<file path="src/rtl/abc_pkg.sv">
// Shared types and helpers for the scaled add/difference unit.
// Latency: n/a (declarations only).
// Backpressure: n/a.
//
// Contents: FSM state encoding and the derived result-width helper.
package abc_pkg;

    typedef enum logic [2:0] {
        S_IDLE = 3'd0,
        S_WAIT = 3'd1,
        S_MUL  = 3'd2,
        S_OUT  = 3'd3,
        S_ACK  = 3'd4
    } state_t;

    // Result width: one carry bit on the W-bit sum/difference plus the
    // multiplier width, which is enough for the largest possible product.
    function automatic int pw(input int w, input int mw);
        return w + 1 + mw;
    endfunction

endpackage

</file>
<file path="src/rtl/shift_add_mul.sv">
// Fixed-length shift-add multiplier: prod = s * m.
// Latency: exactly MW cycles after start, regardless of the value of m.
// Backpressure: none; start is only issued while idle, done/prod are a 1-cycle strobe.
//
// Ports: clock, reset (sync, active-high); start loads s/m; done pulses high
// during the final step and prod carries the completed product in that cycle.
module shift_add_mul
    import abc_pkg::*;
#(
    parameter int  SW = 5,
    parameter int  MW = 3,
    localparam int PW = pw(SW - 1, MW)
) (
    input  logic          clock,
    input  logic          reset,
    input  logic          start,
    input  logic [SW-1:0] s,
    input  logic [MW-1:0] m,
    output logic          done,
    output logic [PW-1:0] prod
);

    localparam int CW = $clog2(MW + 1);

    logic [PW-1:0] acc;
    logic [PW-1:0] mcand;
    logic [MW-1:0] mplier;
    logic [CW-1:0] cnt;
    logic          busy;
    logic [PW-1:0] acc_nxt;

    always_comb begin
        acc_nxt = acc;
        if (mplier[0]) begin
            acc_nxt = acc + mcand;
        end
    end

    // The last step's sum is handed out combinationally so the caller can
    // register it on the same edge the counter expires.
    assign done = busy && (cnt == CW'(1));
    assign prod = acc_nxt;

    always_ff @(posedge clock) begin
        if (reset) begin
            acc    <= '0;
            mcand  <= '0;
            mplier <= '0;
            cnt    <= '0;
            busy   <= 1'b0;
        end else if (start) begin
            acc    <= '0;
            mcand  <= PW'(s);
            mplier <= m;
            cnt    <= CW'(MW);
            busy   <= 1'b1;
        end else if (busy) begin
            acc    <= acc_nxt;
            mcand  <= mcand << 1;
            mplier <= mplier >> 1;
            cnt    <= cnt - 1'b1;
            if (cnt == CW'(1)) begin
                busy <= 1'b0;
            end
        end
    end

endmodule

</file>
<file path="src/rtl/abc_scaled_hs.sv">
// Captures a, b, m, mode and returns p = m*(a+b) or m*|a-b| over a second handshake.
// Latency: MW+2 clocks capture-to-result minimum, MW+4 clocks to ready again.
// Backpressure: rfd held low until the consumer has taken p; p held until acknowledged.
//
// Ports: clock, reset (sync, active-high); producer side a, b, m, mode, _dav (low =
// data available), rfd (ready); consumer side p, _dav_out (low = result available),
// rfd_out (consumer drops it to acknowledge). All outputs are registered.
module abc_scaled_hs
    import abc_pkg::*;
#(
    parameter int  W  = 4,
    parameter int  MW = 3,
    localparam int PW = pw(W, MW)
) (
    input  logic          clock,
    input  logic          reset,
    input  logic [W-1:0]  a,
    input  logic [W-1:0]  b,
    input  logic [MW-1:0] m,
    input  logic          mode,
    input  logic          _dav,
    output logic          rfd,
    output logic [PW-1:0] p,
    output logic          _dav_out,
    input  logic          rfd_out
);

    state_t        state_q, state_d;
    logic [W:0]    s_q, s_d, s_cap;
    logic [MW-1:0] m_q, m_d;
    logic          rfd_d, dav_out_d;
    logic [PW-1:0] p_d;
    logic          start;
    logic          mul_done;
    logic [PW-1:0] mul_prod;

    // Difference is taken larger-minus-smaller so it never wraps.
    always_comb begin
        s_cap = {1'b0, a} + {1'b0, b};
        if (mode) begin
            s_cap = (a >= b) ? {1'b0, a - b} : {1'b0, b - a};
        end
    end

    shift_add_mul #(
        .SW (W + 1),
        .MW (MW)
    ) u_mul (
        .clock (clock),
        .reset (reset),
        .start (start),
        .s     (s_q),
        .m     (m_q),
        .done  (mul_done),
        .prod  (mul_prod)
    );

    always_comb begin
        state_d   = state_q;
        s_d       = s_q;
        m_d       = m_q;
        rfd_d     = rfd;
        dav_out_d = _dav_out;
        p_d       = p;
        start     = 1'b0;
        case (state_q)
            S_IDLE: begin
                if (!_dav) begin
                    s_d     = s_cap;
                    m_d     = m;
                    rfd_d   = 1'b0;
                    state_d = S_WAIT;
                end
            end
            // Producer must release _dav before the multiply starts, so a
            // held-low _dav can never cause a second capture.
            S_WAIT: begin
                if (_dav) begin
                    start   = 1'b1;
                    state_d = S_MUL;
                end
            end
            S_MUL: begin
                if (mul_done) begin
                    p_d       = mul_prod;
                    dav_out_d = 1'b0;
                    state_d   = S_OUT;
                end
            end
            S_OUT: begin
                if (!rfd_out) begin
                    dav_out_d = 1'b1;
                    state_d   = S_ACK;
                end
            end
            S_ACK: begin
                if (rfd_out) begin
                    rfd_d   = 1'b1;
                    state_d = S_IDLE;
                end
            end
            default: begin
                state_d = S_IDLE;
            end
        endcase
    end

    always_ff @(posedge clock) begin
        if (reset) begin
            state_q  <= S_IDLE;
            s_q      <= '0;
            m_q      <= '0;
            rfd      <= 1'b1;
            _dav_out <= 1'b1;
            p        <= '0;
        end else begin
            state_q  <= state_d;
            s_q      <= s_d;
            m_q      <= m_d;
            rfd      <= rfd_d;
            _dav_out <= dav_out_d;
            p        <= p_d;
        end
    end

endmodule

</file>
<file path="config.mk">
export PLATFORM = sky130hd
export DESIGN_NAME = abc_scaled_hs
export DESIGN_NICKNAME = d
export VERILOG_FILES = /design/src/rtl/abc_pkg.sv /design/src/rtl/shift_add_mul.sv /design/src/rtl/abc_scaled_hs.sv
export SDC_FILE = /design/constraint.sdc
export NUM_CORES = 1
export LEC_CHECK = 0
export CORE_ASPECT_RATIO = 0.5
export CORE_MARGIN = 2
export CORE_UTILIZATION = 42
export DETAILED_ROUTE_END_ITERATION = 10
export GPL_TIMING_DRIVEN = 0
export PLACE_DENSITY_LB_ADDON = 0.12
export SLEW_MARGIN = 25
export SYNTH_ARGS = -nofsm -noshare
export SYNTH_HDL_FRONTEND = slang
export SYNTH_SLANG_ARGS = --single-unit
</file>
<file path="constraint.sdc">
create_clock -name clock -period 5.4 [get_ports clock]
set_input_delay 0.54 -clock clock [delete_from_list [all_inputs] [get_ports clock]]
set_output_delay 0.54 -clock clock [all_outputs]
set_load 0.02 [all_outputs]
</file>
== Word level (Yosys, flattened, before mapping) ==
Cells that the tools add are included.

* Flip-flop bits (word level): 43
* Input port bits: 16
* Output and inout bits: 10

* Add/subtract/negate cells: 5
* $lt $le $gt $ge: 1
* Equality and inequality tests: 10
* Multiplexer cells: 26
* Bitwise operators: 1
* Reductions and logical operators: 11

{| class="wikitable"
|+ Operators with widths
! cell !! number
|-
| 3-bit 2-to-1 mux || 7
|-
| 5-bit 2-to-1 mux || 3
|-
| 3-bit one-hot mux with 5 select lines || 1
|-
| 2-bit inequality test (second input constant) || 5
|-
| 1-bit 2-to-1 mux || 9
|-
| 8-bit adder || 1
|-
| 8-bit 2-to-1 mux || 1
|-
| 4-bit subtractor || 2
|-
| 3-bit by 2-bit equality test with 1-bit output (second input constant) || 2
|-
| 3-bit AND reduction || 2
|-
| 2-bit nonzero test || 3
|-
| 4-bit by 4-bit adder with 5-bit output || 1
|-
| 5-bit AND reduction || 1
|-
| 4-bit >= comparator || 1
|-
| 2-bit 2-to-1 mux || 2
|-
| 4-bit 2-to-1 mux || 1
|-
| 1-bit one-hot mux with 2 select lines || 2
|-
| 2-bit AND reduction || 2
|-
| 3-bit by 1-bit equality test with 1-bit output (second input constant) || 1
|-
| 3-bit equality test (second input constant) || 1
|-
| 3-bit logical NOT || 1
|-
| 2-bit by 1-bit equality test with 1-bit output (second input constant) || 1
|-
| 2-bit OR reduction || 1
|-
| 2-bit by 1-bit subtractor with 2-bit output (second input constant) || 1
|-
| 2 further kinds || 2
|}

== Longest topological paths before layout ==
* Depth after elaboration: 4
* Gate-level depth with buffers: 8
* Mapped depth without buffers: 8

== Hierarchy ==
A second synthesis with hierarchy kept.

* Cell total of the unflattened synthesis: 317
* Area, all modules: 2691.3 um^2

{| class="wikitable"
|+ By module, submodules not included
! module !! instances !! cells an instance !! area each (um^2) !! seq. area each (um^2)
|-
| shift_add_mul || 1 || 161 || 1358.8 || 440.4
|-
| abc_scaled_hs || 1 || 156 || 1332.5 || 420.4
|}

== Worst setup path before layout ==
Ideal clock, no wire load.

* Path type: input to register
* Start point: input port a[0]
* End point: register s_q[2]
* Library setup time: 134 ps
* Arrival time: 1922 ps
* Setup slack: 3344 ps
* Cell stages on the path: 8
* Buffers on the path: 0
* Cell sequence: inv_1 -> ha_1 -> fa_1 -> a21bo_2 -> a221o_1 -> mux2i_1 -> xnor2_1 -> o22ai_1

* Word-level cells in the longest chain between the ends: 3
* Elaborated cells between the ends (all ways): 6
* Those cells by class: add/sub (3); order compare (1); mux (2)

{| class="wikitable"
|+ Ends and longest elaborated chain
! what !! line !! RTL
|-
| start: declaration || abc_scaled_hs.sv:17 || <nowiki>input logic [W-1:0] a,</nowiki>
|-
| 4-bit subtractor / 4-bit >= comparator (equally long branches) || abc_scaled_hs.sv:41 || <nowiki>s_cap = (a >= b) ? {1'b0, a - b} : {1'b0, b - a};</nowiki>
|-
| 4-bit 2-to-1 mux || abc_scaled_hs.sv:41 ||
|-
| 5-bit 2-to-1 mux * || abc_scaled_hs.sv:40 || <nowiki>if (mode) begin</nowiki>
|-
| end signal: assignment || abc_scaled_hs.sv:111 || <nowiki>s_q <= '0;</nowiki>
|-
| end signal: assignment || abc_scaled_hs.sv:118 || <nowiki>s_q <= s_d;</nowiki>
|-
| end: declaration || abc_scaled_hs.sv:29 || <nowiki>logic [W:0] s_q, s_d, s_cap;</nowiki>
|}

Every way passes the cells marked *; elsewhere a longest branch is shown, timed or not.
A chain may end at the register's enable or synchronous reset.

== Worst setup path after layout ==
Same ends and word-level chain as after synthesis.

==> reports/qor.txt <==
status - finished, violations left
failing checks - DRC
Top delay family on crit path - adder cells
worst vdd ir - 0.122 mV
vias in the first global route - 1,980
critical path endpoint category - register
Crit-path slowest cell - clkdlybuf4s50_1
Die Wd - 113 um
drt pass-1 iters - 7
cts hold-fix bufs - 0
CP peak stage delay - 0.51 ns
worst path required time - 5.54 ns
Sink Count - 43
R2R depth - 8
Worst Tran Pin Value - 0.637 ns
First DRT Iteration DRCs - 120
Synth Register Bits - 43
die outline area - 6620 um^2
IO Pins - 26
Total GRT Usage - 17.9%
buffers added on ports - 25
routed vias/inst - 5.27
CP Data Arrival Time - 2.64 ns
syn_nets - 326
initial antenna violation count - 0
share of cells above drive strength 1 - 6.27%
Static Leakage - 1.17 nW
Seq/Total Area, Yosys - 34.5%
Resized Gates After CTS - 0
Core ar. - 5610 um^2
Initial Util - 44.5%
Power Total - 0.794 mW
Nets - 358
via count - 2,065
CTS Root Cell - clkbuf_16
fin crit share - 46.3%
H-Tree Depth - 2
DRC errors left - 1
Max Fclk - 400 MHz
Fin Clk Skew - 0.00438 ns
ANT cells - 0
Die Y - 58.5 um
Slew HR - 57.6%
minimum clock period after layout - 2.50 ns
Layout area overhead - 20.1%
Rows - 19
Hold Path Stages - 2
final hold violation count - 0
hold_sp - s_q[0]
Reg-to-Reg End - p[6]
Tightest Hold Check Type - register to register
aggregate global routing overflow - 0
crit-path cells - clkdlybuf4s50_1, inv_1, ha_1, fa_1, a21bo_2, a221o_1, mux2i_1, xnor2_1, o22ai_1
Max Transition Viols Final - 0
CTS tree - yes
RSZ-0062 raised after global routing - false
reg-to-reg slack, setup - 3.46 ns
Ys Warns - 0
# fillers - 552
synth top area cells - dfxtp_1, ha_1, mux2i_1
first-pass GRT wire length - 9.34 mm
largest net degree at the start of global routing - 14
WL final - 5.39 mm
critical path peak fanout - 3
setup_tns - 0 ns
CTS Buf Count - 5
Hold Path End - u_mul.mcand[0]
Worst Path Buf+Inv - 2
post-CTS setup buffer count - 0
max-cap violations - 0
Synth Instances - 286
register clock-pin slew on the reported worst setup and hold paths - 0.06 ns
top cell type's share of synthesized area - 34.5%
Clock Path Buffers - 2
largest area contributor in the netlist - dfxtp_1
Netlist Area Pre-Place - 2500 um^2
GP Congestion - 0.912
nature of the critical path startpoint - primary input
final setup fails - 0
Routed Antenna Nets - 0
syn avg cell area - 8.74 um^2
synth unique cells - 42
P per Cell Area - 265 nW/um^2
clk_lat worst skew - 0.28 ns
post-DP HPWL - 4.08 mm
R2R Path Start - u_mul.mcand[0]
critical setup path kind - primary input to register
WL/cell - 13.8 um
[power by group]
part	total [mW]	switching [mW]	internal (mW)	leakage [nW]
clock network	0.319	0.123	0.197	0.0761
logic	0.132	0.0712	0.0605	0.739
registers	0.343	0.0103	0.332	0.350
total	0.794	0.204	0.589	1.17
[per-layer routing]
layer  track usage [%]  wire, um
met5                 0         0
met4              5.75        65
met3              3.50       169
met2              29.8      2420
met1              23.9      2740
[worst max path at each step]
stage               start      to  slack (ns)  depth (start not counted)
finish               a[0]  s_q[2]        2.90                          9
CTS                  a[1]  s_q[2]        2.90                          8
global route         a[1]  s_q[2]        2.80                          8
floorplan            a[0]  s_q[2]        3.34                          8
detailed placement   a[0]  s_q[2]        2.60                          9
global placement     a[1]  s_q[2]        2.61                          8
[cell families (layout without fill, tap and decap cells)]
| group | after synthesis | in the layout | share of synthesized area, % |
|---|---|---|---|
| AND/OR/NAND/NOR | 80 | 80 | 15.9 |
| adder cells (fa/ha/maj) | 24 | 24 | 13.2 |
| AO/OA/AOI/OAI | 76 | 76 | 19.3 |
| buffers and inverters | 35 | 68 | 6.26 |
| multiplexers | 20 | 20 | 8.06 |
| flip-flops | 43 | 43 | 34.5 |
| XOR/XNOR | 8 | 8 | 2.80 |
[through the flow]
stage                     worst slack (ns)  util [%]  hold slack (ns)  cell area [um^2]  cells
after floorplan                       3.34         -            0.432              2500    286
after CTS                             2.90      53.5            0.460              3000    392
after global placement                2.61      50.6            0.448              2840    384
final                                 2.90      53.5            0.456              3000    392
after global routing                  2.80      53.5            0.483              3000    392
after detailed placement              2.60      50.6            0.450              2840    384
[worst reg2reg max path, delay by kind of cell, from the launching register on]
family / cells / cell delay [ns]
compound gates: 4 / 0.59
flops: 1 / 0.37
buf+inv: 1 / 0.06
fa+ha+maj: 2 / 0.60
simple gates: 1 / 0.18
[synth_stat cells (all sizes together)]
library cell	n
a2111oi	1
a211oi	17
a21bo	1
a21o	2
a21oi	32
a221o	1
a311oi	1
a31oi	3
and2	1
and3	1
buf	6
clkbuf	11
dfxtp	43
fa	4
ha	20
inv	18
mux2	1
mux2i	19
nand2	16
nand2b	3
nand3	5
nand3b	7
nor2	31
nor2b	3
nor3	5
nor3b	3
o211a	1
o21a	1
o21ai	8
o21bai	4
o221ai	1
o22ai	2
o31ai	1
or2	2
or3	3
xnor2	7
xor2	1
[state kept, by name, summed over array words and instances, names as in the netlist]
name          cells
u_mul.cnt         2
u_mul.mcand       8
rfd               1
state_q           3
m_q               3
p                 8
u_mul.acc         8
_dav_out          1
u_mul.mplier      3
u_mul.busy        1
s_q               5
[layout by cell type, fill, tap and decap left out, types with 11 or more instances in the layout]
cell type        netlist  layout
a21oi_1               32      32
nor2_1                31      31
mux2i_1               19      19
nand2_1               16      16
dfxtp_1               43      43
clkbuf_1              11      11
inv_1                 18      18
a211oi_1              17      17
clkdlybuf4s50_1        0      25
ha_1                  20      20
[area by class of cell]
class	instances	area, um^2	area share [%]
multi-input combinational	208	1480	49.4
sequential	43	861	28.7
timing repair buffer	25	250	8.34
clock buffer	7	153	5.09
tap	73	91.3	3.04
buffer	17	88.8	2.96
inverter	18	67.6	2.25
clock inverter	1	7.51	0.250
Power figures use the tool's default switching activity.
